<file path="config.mk">
export PLATFORM = sky130hd
export DESIGN_NAME = cpu_rf_port_ctrl_flat
export DESIGN_NICKNAME = d
export VERILOG_FILES = /design/src/rtl/cpu_rf_pkg.sv /design/src/rtl/cpu_rf_port_ctrl_if.sv /design/src/rtl/cpu_rf_starve_ctr.sv /design/src/rtl/cpu_rf_port_ctrl.sv /design/src/flat_wrapper.sv
export SDC_FILE = /design/constraint.sdc
export NUM_CORES = 1
export LEC_CHECK = 0
export ABC_AREA = 1
export CAP_MARGIN = 15
export CORE_MARGIN = 4
export CORE_UTILIZATION = 37
export CTS_CLUSTER_SIZE = 20
export DETAILED_ROUTE_END_ITERATION = 8
export PLACE_DENSITY = 0.8
export SETUP_SLACK_MARGIN = 0.5
export SLEW_MARGIN = 20
export SYNTH_ARGS = -nofsm -noshare
export SYNTH_HDL_FRONTEND = slang
export SYNTH_SLANG_ARGS = --single-unit
</file>
<file path="constraint.sdc">
create_clock -name clk -period 3.2 [get_ports clk]
set_clock_uncertainty 0.1 [all_clocks]
set_input_delay 0.64 -clock clk [delete_from_list [all_inputs] [get_ports clk]]
set_output_delay 0.64 -clock clk [all_outputs]
set_load 0.02 [all_outputs]
</file>
<file path="src/rtl/cpu_rf_pkg.sv">
// Shared types and defaults for the register-file port arbiter.
package cpu_rf_pkg;

  localparam int DATA_W_DEF = 32;
  localparam int SEL_W_DEF  = 4;
  localparam int R0_SEL     = 0;

  typedef enum logic [2:0] {
    IDLE,
    WR_WAIT,
    RD_WAIT,
    RD_CAP,
    RSP
  } rf_port_state_e;

endpackage

</file>
<file path="src/rtl/cpu_rf_port_ctrl_if.sv">
// Host request/response channel into the register-file port arbiter.
interface cpu_rf_port_ctrl_if #(
  parameter int DATA_W = 32,
  parameter int SEL_W  = 4
);
  logic              host_req_valid;
  logic              host_req_ready;
  logic              host_req_we;
  logic [SEL_W-1:0]  host_req_sel;
  logic [DATA_W-1:0] host_req_data;
  logic              host_rsp_valid;
  logic              host_rsp_ready;
  logic [DATA_W-1:0] host_rsp_data;
  logic              host_rsp_err;

  modport master (
    output host_req_valid, host_req_we, host_req_sel, host_req_data, host_rsp_ready,
    input  host_req_ready, host_rsp_valid, host_rsp_data, host_rsp_err
  );

  modport slave (
    input  host_req_valid, host_req_we, host_req_sel, host_req_data, host_rsp_ready,
    output host_req_ready, host_rsp_valid, host_rsp_data, host_rsp_err
  );
endinterface

</file>
<file path="src/rtl/cpu_rf_starve_ctr.sv">
// Counts cycles the host is held off by the CPU; fire_o grants the host once MAX_WAIT is reached.
module cpu_rf_starve_ctr #(
  parameter int MAX_WAIT = 8
) (
  input  logic clk,
  input  logic rst,
  input  logic waiting_i,
  input  logic blocked_i,
  output logic fire_o
);
  localparam int CW = $clog2(MAX_WAIT + 1);

  logic [CW-1:0] cnt_q, cnt_d;

  assign fire_o = waiting_i && (cnt_q == CW'(MAX_WAIT));

  // Any cycle that is not a blocked wait (including a grant) clears the count.
  always_comb begin
    cnt_d = '0;
    if (waiting_i && blocked_i && !fire_o && (cnt_q != '1))
      cnt_d = cnt_q + CW'(1);
  end

  always_ff @(posedge clk) begin
    if (rst) cnt_q <= '0;
    else     cnt_q <= cnt_d;
  end
endmodule

</file>
<file path="src/rtl/cpu_rf_port_ctrl.sv">
// Shares the RF write port and read port 2 between CPU (priority) and a host requester.
// Optional starvation guard enabled by defining CPU_RF_STARVE_GUARD_EN.
module cpu_rf_port_ctrl
  import cpu_rf_pkg::*;
#(
  parameter int DATA_W   = DATA_W_DEF,
  parameter int SEL_W    = SEL_W_DEF,
  parameter int MAX_WAIT = 8
) (
  input  logic              clk,
  input  logic              rst,
  input  logic              cpu_wr_en,
  input  logic [SEL_W-1:0]  cpu_wr_sel,
  input  logic [DATA_W-1:0] cpu_wr_data,
  input  logic [SEL_W-1:0]  cpu_sel2,
  input  logic              cpu_rd2_active,
  output logic              cpu_stall,
  cpu_rf_port_ctrl_if.slave host,
  output logic              rf_wrt_en,
  output logic [SEL_W-1:0]  rf_wrt_sel,
  output logic [DATA_W-1:0] rf_wrt_data,
  output logic [SEL_W-1:0]  rf_sel2,
  input  logic [DATA_W-1:0] rf_reg2
);
  rf_port_state_e    state_q;
  logic [SEL_W-1:0]  req_sel_q;
  logic [DATA_W-1:0] req_data_q;
  logic [DATA_W-1:0] rsp_data_q;
  logic              rsp_err_q;
  logic              fire;
  logic              wr_grant, rd_grant, host_wr_ok;

`ifdef CPU_RF_STARVE_GUARD_EN
  logic waiting, blocked;
  assign waiting = (state_q == WR_WAIT) || (state_q == RD_WAIT);
  assign blocked = ((state_q == WR_WAIT) && cpu_wr_en) ||
                   ((state_q == RD_WAIT) && cpu_rd2_active);

  cpu_rf_starve_ctr #(.MAX_WAIT(MAX_WAIT)) u_starve (
    .clk       (clk),
    .rst       (rst),
    .waiting_i (waiting),
    .blocked_i (blocked),
    .fire_o    (fire)
  );
`else
  assign fire = 1'b0;
`endif

  assign cpu_stall  = fire;
  assign wr_grant   = (state_q == WR_WAIT) && (!cpu_wr_en || fire);
  assign rd_grant   = (state_q == RD_WAIT) && (!cpu_rd2_active || fire);
  // Zero written to R0 is accepted as a no-op; only nonzero data is rejected.
  assign host_wr_ok = (req_sel_q != SEL_W'(R0_SEL)) || (req_data_q == '0);

  assign host.host_req_ready = (state_q == IDLE);
  assign host.host_rsp_valid = (state_q == RSP);
  assign host.host_rsp_data  = rsp_data_q;
  assign host.host_rsp_err   = rsp_err_q;

  always_comb begin
    rf_wrt_en   = cpu_wr_en && !fire;
    rf_wrt_sel  = cpu_wr_sel;
    rf_wrt_data = cpu_wr_data;
    rf_sel2     = cpu_sel2;
    if (wr_grant) begin
      rf_wrt_en   = host_wr_ok;
      rf_wrt_sel  = req_sel_q;
      rf_wrt_data = req_data_q;
    end
    if (rd_grant)
      rf_sel2 = req_sel_q;
  end

  always_ff @(posedge clk) begin
    if (host.host_req_valid && (state_q == IDLE)) begin
      req_sel_q  <= host.host_req_sel;
      req_data_q <= host.host_req_data;
    end
  end

  always_ff @(posedge clk) begin
    if (rst) begin
      state_q    <= IDLE;
      rsp_data_q <= '0;
      rsp_err_q  <= 1'b0;
    end else begin
      case (state_q)
        IDLE:
          if (host.host_req_valid)
            state_q <= host.host_req_we ? WR_WAIT : RD_WAIT;
        WR_WAIT:
          if (wr_grant) begin
            rsp_data_q <= '0;
            rsp_err_q  <= !host_wr_ok;
            state_q    <= RSP;
          end
        RD_WAIT:
          if (rd_grant) state_q <= RD_CAP;
        RD_CAP: begin
          rsp_data_q <= rf_reg2;
          rsp_err_q  <= 1'b0;
          state_q    <= RSP;
        end
        RSP:
          if (host.host_rsp_ready) state_q <= IDLE;
        default: state_q <= IDLE;
      endcase
    end
  end
endmodule

</file>
<file path="src/flat_wrapper.sv">
// flat-port wrapper written by rule: the top's interface ports become plain ports
module cpu_rf_port_ctrl_flat import cpu_rf_pkg::*;
#(
  parameter int DATA_W   = DATA_W_DEF,
  parameter int SEL_W    = SEL_W_DEF,
  parameter int MAX_WAIT = 8
)
  (clk, rst, cpu_wr_en, cpu_wr_sel, cpu_wr_data, cpu_sel2, cpu_rd2_active, cpu_stall, rf_wrt_en, rf_wrt_sel, rf_wrt_data, rf_sel2, rf_reg2, host_host_req_valid, host_host_req_we, host_host_req_sel, host_host_req_data, host_host_rsp_ready, host_host_req_ready, host_host_rsp_valid, host_host_rsp_data, host_host_rsp_err);
  cpu_rf_port_ctrl_if #(.DATA_W(DATA_W), .SEL_W(SEL_W)) host_i ();
  input  logic clk;
  input  logic rst;
  input  logic cpu_wr_en;
  input  logic [SEL_W-1:0] cpu_wr_sel;
  input  logic [DATA_W-1:0] cpu_wr_data;
  input  logic [SEL_W-1:0] cpu_sel2;
  input  logic cpu_rd2_active;
  output logic cpu_stall;
  output logic rf_wrt_en;
  output logic [SEL_W-1:0] rf_wrt_sel;
  output logic [DATA_W-1:0] rf_wrt_data;
  output logic [SEL_W-1:0] rf_sel2;
  input  logic [DATA_W-1:0] rf_reg2;
  input wire logic [$bits(host_i.host_req_valid)-1:0] host_host_req_valid;
  input wire logic [$bits(host_i.host_req_we)-1:0] host_host_req_we;
  input wire logic [$bits(host_i.host_req_sel)-1:0] host_host_req_sel;
  input wire logic [$bits(host_i.host_req_data)-1:0] host_host_req_data;
  input wire logic [$bits(host_i.host_rsp_ready)-1:0] host_host_rsp_ready;
  output wire logic [$bits(host_i.host_req_ready)-1:0] host_host_req_ready;
  output wire logic [$bits(host_i.host_rsp_valid)-1:0] host_host_rsp_valid;
  output wire logic [$bits(host_i.host_rsp_data)-1:0] host_host_rsp_data;
  output wire logic [$bits(host_i.host_rsp_err)-1:0] host_host_rsp_err;
  assign host_i.host_req_valid = host_host_req_valid;
  assign host_i.host_req_we = host_host_req_we;
  assign host_i.host_req_sel = host_host_req_sel;
  assign host_i.host_req_data = host_host_req_data;
  assign host_i.host_rsp_ready = host_host_rsp_ready;
  assign host_host_req_ready = host_i.host_req_ready;
  assign host_host_rsp_valid = host_i.host_rsp_valid;
  assign host_host_rsp_data = host_i.host_rsp_data;
  assign host_host_rsp_err = host_i.host_rsp_err;
  cpu_rf_port_ctrl #(.DATA_W(DATA_W), .SEL_W(SEL_W), .MAX_WAIT(MAX_WAIT)) u_core (.clk(clk), .rst(rst), .cpu_wr_en(cpu_wr_en), .cpu_wr_sel(cpu_wr_sel), .cpu_wr_data(cpu_wr_data), .cpu_sel2(cpu_sel2), .cpu_rd2_active(cpu_rd2_active), .cpu_stall(cpu_stall), .host(host_i), .rf_wrt_en(rf_wrt_en), .rf_wrt_sel(rf_wrt_sel), .rf_wrt_data(rf_wrt_data), .rf_sel2(rf_sel2), .rf_reg2(rf_reg2));
endmodule
</file>
==> results of run 1 <==
-- cell usage after synthesis --
library cell    n
a21oi_1        37
nand2_1       145
nand3_1         3
inv_2           4
nand3_2         2
conb_1          1
mux2_2          2
buf_1           1
o21ai_0        17
o211ai_1        1
nor3_4          1
o21ai_1        10
nor2_2          1
nor2_4          1
nor4_1          1
buf_2           5
edfxtp_1       36
buf_4           1
nand2_2         1
nand4_1         1
clkbuf_1        8
inv_1          33
nor3_2          1
o22ai_1         1
dfxtp_1        36
nor2_1         18
buf_6           3
-- through the flow --
step | hold WS, ns | setup WS, ns | cells | utilization [%]
2_1_floorplan | 0.4220 | 0.8977 | 371 | -
3_3_place_gp | 0.3477 | 0.1014 | 654 | 62.17
3_5_place_dp | 0.3523 | 0.04814 | 654 | 62.17
4_1_cts | 0.3625 | 0.5138 | 674 | 64.02
5_1_grt | 0.3806 | 0.4942 | 677 | 64.40
6_report | 0.3601 | 0.5347 | 677 | 64.40
-- cells by family (layout without fill, tap and decap cells) --
| logic type | after synthesis | after routing | share of synthesized area (%) |
|---|---|---|---|
| and+or+nand+nor | 175 | 175 | 22.81 |
| other | 1 | 1 | 0.1206 |
| DFF | 72 | 72 | 57.92 |
| buffers and inverters | 55 | 256 | 7.683 |
| muxes | 2 | 2 | 0.7240 |
| AOI/OAI and AO/OA | 66 | 66 | 10.74 |
-- routing by layer --
| metal | GRT usage [%] | vias to the layer above | wire length [um] |
|---|---|---|---|
| met5 | 0 | - | 0 |
| met4 | 8.193 | 0 | 180 |
| met3 | 7.083 | 19 | 1010 |
| met2 | 33.45 | 145 | 4926 |
| met1 | 20.83 | 1439 | 3850 |
| li1 | - | 1576 | - |
-- worst min-delay path, cell delays in order (launching register included) --
cell and delay, ns:
dfxtp_1 0.31, nand2_1 0.06, a21oi_1 0.05
-- where the power goes --
group | leakage [uW] | internal (uW) | total, uW | switching, uW
sequential | 0.000632 | 1180 | 1260 | 78.6
clock | 0.000115 | 432 | 773 | 341
combinational | 0.00142 | 498 | 1220 | 726
total | 0.00217 | 2110 | 3250 | 1150
-- sequential cells by signal, indices dropped and copies added (netlist names) --
signal and count:
u_core.host.host_rsp_err 1, u_core.req_data_q 32, u_core.state_q 3, u_core.req_sel_q 4, u_core.host.host_rsp_data 32
-- worst max-delay path by stage --
| stage | to | cells past startpoint | startpoint |
|---|---|---|---|
| after global routing | rf_sel2[1] | 4 | cpu_rd2_active |
| after CTS | rf_sel2[2] | 4 | cpu_rd2_active |
| after detailed placement | rf_wrt_data[2] | 8 | cpu_wr_en |
| after floorplan | rf_wrt_data[22] | 4 | cpu_wr_en |
| final | rf_sel2[1] | 4 | cpu_rd2_active |
| after global placement | rf_wrt_en | 8 | cpu_wr_en |
-- layout make-up --
cell class,count,area share (%)
repair buffers,203,36.06
flip-flops and latches,72,34.07
multi-input cells,244,20.60
clock buffers,12,3.169
inverters,37,2.719
well taps,105,2.483
clock inverters,4,0.8986
-- what timing repair did --
item,4_1_cts,5_1_grt
hold endpoints to repair,0,0
buffers inserted,2,2
pin swaps,1,2
gates resized for setup,164,4
gates cloned,2,0
endpoints found under the setup margin,41,6
==> results by group, run 1 <==
Run status
  – Result of the run: finished, final reports clean

Layout
  – Total inserted antenna cells: 0
  – Post-layout net count: 682
  – Proportion of layout cells with a drive suffix above 1: 13.64%
  – Area of the multi-input gates: 1090 um2
  – Final std cell area, no fill: 5291 um2
  – Leading cell type in the layout, fill and taps excluded: clkdlybuf4s50_1
  – Top library cells by usage in the layout, fill and taps aside: clkdlybuf4s50_1 (148), nand2_1 (145), a21oi_1 (37)
  – Area delta synth->final: 70.11%
  – Count of filler cells inserted in the layout: 685
  – Storage cell area: 1803 um2

Timing
  – Setup TNS after final layout: 0 ns
  – Hold violation total from the final report: 0
  – Final worst path period need: 2.665 ns
  – Max-slew violation count: 0
  – Unrepaired setup endpoints after global routing: yes
  – Final setup violation count: 0
  – Maximum frequency from static timing analysis: 0.3752 GHz
  – Worst slew margin relative to its limit: 58.32%
  – Slew at the pin closest to its max-slew limit: 0.6231 ns
  – Period utilisation layout: 83.29%

Synth
  – Post-synthesis instance area: 3110 um2
  – Synth top area cells: edfxtp_1 (35%), dfxtp_1 (23%), nand2_1 (17%), a21oi_1 (6.0%), inv_1 (4.0%)
  – Synthesis warning total: 0
  – Mean instance size in the synthesized netlist: 8.384 um2
  – Synthesized instance count: 371
  – Synth area leader: edfxtp_1
  – Register area share after synthesis: 57.92%
  – Register bit count reported by yosys: 72
  – Share of the synthesized area in the top cell type: 34.75%
  – Distinct cell type count after synthesis: 27
  – Synthesized netlist net count: 486

Detailed routing
  – Total wirelength of the detailed-routed design: 9.966 mm
  – Pre-Repair DR Iteration Count: 5
  – Number of nets still failing antenna checks after routing: 0
  – Final routed DRC violation total: 0
  – DR vias/cell: 4.696
  – Vias after detailed routing: 3179
  – Routed len/inst: 14.72 um
  – DRC marker count from the first detailed-route iteration: 96

Run
  – Max-capacitance violation count: 0

Clocking
  – Buffer depth of the longest clock path: 2
  – Sink count of the clock tree: 72
  – Clock-pin slew of the registers on the worst-case setup and hold paths: 0.07 ns
  – Number of clock buffers inserted by TritonCTS: 9
  – CTS tree: built
  – H-tree levels: 3
  – Later-pin clock latency in the skew report: 0.33 ns
  – Clock root cell: clkbuf_8
  – Hold Buf Count CTS: 0

Floorplan
  – Die span in x: 99.69 um
  – Top-level port count: 192
  – DIE AREA: 9938 um2
  – Die height: 99.69 um
  – Std-Cell Core Area: 8217 um2
  – Starting utilization of the core area: 37.86%
  – Number of rows created at floorplan: 33

Critical path
  – Worst Path Arrival: 1.93 ns
  – Worst Path Max Fanout: 3
  – Worst Reg-to-Reg Cells: 7
  – Kind of cell with the highest combined delay on the critical path: buffers and inverters
  – Worst Setup End Kind: output port
  – Standard cell with the maximum stage delay on the critical path: clkdlybuf4s50_1
  – Crit Path Category: in2out
  – Maximum cell stage delay along the critical path: 0.47 ns
  – Capturing point of the worst reg2reg path: u_core.host.host_rsp_data[2]$_SDFFE_PP0P_
  – Number of buffers and inverters on the critical path: 2
  – Cell Chain, Critical Path: clkdlybuf4s50_1 > nor2_4 > mux2_2 > dlygate4sd2_1
  – Reg-to-reg startpoint: u_core.state_q[0]$_SDFFE_PP0P_
  – Register-to-register setup slack: 1.46 ns
  – Endpoint required time on the critical path: 2.46 ns
  – Critical Path Source Type: input pin

Place
  – Total placed instance area: 5109 um2
  – Sum of net half-perimeters after detailed placement: 7.364 mm
  – Count of input and output buffers: 190
  – Final GP Congestion: 0.8221

Pwr
  – Leakage: 0.002170 uW
  – Overall power after layout: 3253 uW
  – Cell Pwr Density: 614.7 nW/um2
  – Max IR drop VDD: 0.3417 mV

Global routing
  – Total grt overflow: 0
  – GRT Overall Usage: 19.19%
  – Number of global-route vias before repair: 3191
  – Largest net degree at the start of global routing: 37
  – Wire length of the first global-routing pass: 14.93 mm
  – Initial antenna violation count: 0

Hold path
  – Hold Crit Start: u_core.host.host_rsp_data[14]$_SDFFE_PP0P_
  – Hold Path End: u_core.host.host_rsp_data[14]$_SDFFE_PP0P_
  – Cells on Worst Hold Path: 2
  – Class of the tightest hold or removal check: reg2reg
Note: power is estimated with default switching activity, not from simulation.
==> run 2: changes to the inputs <==
Settings changed: CORE_UTILIZATION 37 to 33, PLACE_DENSITY 0.8 to 0.76.
Clock period 3.2 ns to 2.4 ns, I/O delays scaled along.
==> results by group, run 2 (synthesis gave the netlist of run 1 again) <==
Layout
  – Leading cell type in the layout, fill and taps excluded: nand2_1
  – Count of filler cells inserted in the layout: 763 (+11%)
  – Proportion of layout cells with a drive suffix above 1: 22.30% (+8.7 points)
  – Area delta synth->final: 82.18%
  – Area of the multi-input gates: 1192 um2 (+9.4%)
  – Storage cell area: 1810 um2 (+0.42%)
  – Post-layout net count: 693 (+1.6%)
  – Top library cells by usage in the layout, fill and taps aside: nand2_1 (131), clkdlybuf4s50_1 (114), buf_4 (40)

Detailed routing
  – Total wirelength of the detailed-routed design: 10.16 mm (+1.9%)
  – DRC marker count from the first detailed-route iteration: 83 (-14%)
  – Pre-Repair DR Iteration Count: 4 (-1)
  – Final routed DRC violation total: 0 (unchanged)
  – DR vias/cell: 4.570 (-2.7%)
  – Routed len/inst: 14.62 um (-0.70%)
  – Vias after detailed routing: 3176 (-0.094%)
  – Number of nets still failing antenna checks after routing: 0 (unchanged)

Critical path
  – Number of buffers and inverters on the critical path: 4 (+2)
  – Cell Chain, Critical Path: inv_8 > nor2_4 > nand3_4 > buf_6 > buf_12 > nand2_4 > nand2_2 > buf_6
  – Worst Path Max Fanout: 6 (+3)
  – Critical Path Source Type: flop
  – Kind of cell with the highest combined delay on the critical path: buffers and inverters
  – Most prevalent standard cell on the critical path: buf_6
  – Worst Setup End Kind: output port
  – Endpoint required time on the critical path: 1.82 ns (-0.64 ns)
  – Standard cell with the maximum stage delay on the critical path: dfxtp_4
  – Crit Path Category: reg2out
  – Worst Path Arrival: 1.60 ns (-0.33 ns)
  – Maximum cell stage delay along the critical path: 0.39 ns (-0.08 ns)

Pwr
  – Pint: 3015 uW (+43%)
  – Switching Fraction: 34.90% (-0.32 points)
  – Max IR drop VDD: 0.4166 mV (+22%)
  – Cell Pwr Density: 817.2 nW/um2 (+33%)
  – Sequential share of power: 36.4% (-2.2 points)
  – Switching Power: 1616 uW (+41%)
  – Leakage: 0.002752 uW (+27%)
  – Combinational group share of total power: 40.8% (+3.2 points)
  – Clock group share of total power: 22.8% (-1.0 points)

Run status
  – Result of the run: finished, final reports clean

Timing
  – Period utilisation layout: 90.88%
  – Maximum frequency from static timing analysis: 0.4585 GHz
  – Final worst path period need: 2.181 ns
  – Hold violation total from the final report: 0 (unchanged)
  – Setup TNS after final layout: 0 ns (unchanged)
  – Max-slew violation count: 0 (unchanged)
  – Minimum hold slack: 0.3613 ns (+0.001208 ns)
  – Unrepaired setup endpoints after global routing: yes
  – Final setup violation count: 0 (unchanged)

Global routing
  – Initial antenna violation count: 1 (+1)
  – Largest net degree at the start of global routing: 57 (+54%)
  – Total grt overflow: 0 (unchanged)
  – Wire length of the first global-routing pass: 15.13 mm (+1.3%)
  – GRT Overall Usage: 17.12% (-2.1 points)
  – Number of global-route vias before repair: 3212 (+0.66%)

Clocking
  – Sink count of the clock tree: 72 (unchanged)
  – Buffer depth of the longest clock path: 2 (unchanged)
  – Clock-pin slew of the registers on the worst-case setup and hold paths: 0.08 ns (about the same)
  – Clock root cell: clkbuf_8
  – CTS tree: built
  – Later-pin clock latency in the skew report: 0.33 ns (about the same)
  – Number of clock buffers inserted by TritonCTS: 9 (unchanged)
  – H-tree levels: 3 (unchanged)

Floorplan
  – Die span in x: 105.1 um (+5.4%)
  – Top-level port count: 192 (unchanged)
  – Die height: 105.1 um (+5.4%)
  – DIE AREA: 11040 um2 (+11%)
  – Starting utilization of the core area: 33.82% (-4.0 points)
  – Std-Cell Core Area: 9196 um2 (+12%)
  – Number of rows created at floorplan: 35 (+6.1%)

Hold path
  – Class of the tightest hold or removal check: reg2reg

Place
  – Final GP Congestion: 0.7616 (-7.4%)
  – Sum of net half-perimeters after detailed placement: 7.435 mm (+0.96%)
  – Count of input and output buffers: 190 (unchanged)

Run
  – Max-capacitance violation count: 0 (unchanged)
run 2: cell count changes in the layout (fill, tap and decap cells not counted), sizes merged:
cell and delta:
clkinv +2, dlygate4sd2 +5, diode +1, dlymetal6s2s +23, buf +21, clkdlybuf4s50 -34
clkdlybuf4s15 -5, inv -1
run 2: worst min-delay path: stages (launching register included):
cell	delay [ns]
dfxtp_1	0.31
nand2_1	0.06
a21oi_1	0.05
run 2: worst paths after layout:
| check | start | endpoint | slack (ns) | cells past startpoint |
|---|---|---|---|---|
| hold reg to reg | u_core.host.host_rsp_data[3]$_SDFFE_PP0P_ | u_core.host.host_rsp_data[3]$_SDFFE_PP0P_ | 0.36 | 2 |
| hold / removal | u_core.host.host_rsp_data[3]$_SDFFE_PP0P_ | u_core.host.host_rsp_data[3]$_SDFFE_PP0P_ | 0.36 | 2 |
| setup reg to reg | u_core.state_q[0]$_SDFFE_PP0P_ | u_core.host.host_rsp_data[1]$_SDFFE_PP0P_ | 0.77 | 8 |
| setup / recovery | u_core.state_q[0]$_SDFFE_PP0P_ | rf_wrt_data[3] | 0.22 | 8 |
run 2: through the flow:
| step | cell area [um2] | std cells | power [uW] | setup WS (ns) | util [%] |
|---|---|---|---|---|---|
| CTS | 5436 | 689 | 4529 | 0.1348 | 59.12 |
| global route | 5667 | 695 | 4896 | 0.1139 | 61.62 |
| floorplan | 3118 | 371 | 2608 | 0.4177 | - |
| global placement | 5194 | 667 | 3413 | -0.3544 | 56.48 |
| detailed placement | 5194 | 667 | 3450 | -0.3872 | 56.48 |
| finish | 5667 | 695 | 4631 | 0.2189 | 61.62 |
run 2: layout make-up:
type                       instances  area share [%]
antenna                            1         0.04416
clock buffer                      11           3.069
clock inverter                     5           1.038
inverter                          37           2.716
multi-input combinational        244           21.04
sequential                        72           31.95
tap                              111           2.451
timing repair buffer             214           37.69
run 2: timing repair:
item | CTS | global route
buffers inserted | 6 | 2
pin swaps | 13 | 9
resized for setup | 260 | 70
cloned | 0 | 3
endpoints found under the setup margin | 51 | 64
hold buffers | 0 | 0
run 2: power by group through the flow:
stage | Sequential (uW) | Combinational [uW] | Clock (uW)
after floorplan | 1730 | 876 | 0
after global placement | 1680 | 1730 | 0
after detailed placement | 1690 | 1760 | 0
after CTS | 1670 | 1760 | 1090
after global routing | 1710 | 2040 | 1150
final | 1690 | 1890 | 1050
run 2: metal layers:
| layer | part of all wire, % | wire [um] | global-route usage, % | vias to the layer above |
|---|---|---|---|---|
| li1 | - | - | - | 1597 |
| met1 | 38 | 3827 | 17.44 | 1432 |
| met2 | 51 | 5183 | 31.12 | 135 |
| met3 | 9.7 | 983 | 7.721 | 12 |
| met4 | 1.6 | 164 | 5.342 | 0 |
| met5 | 0 | 0 | 0 | - |
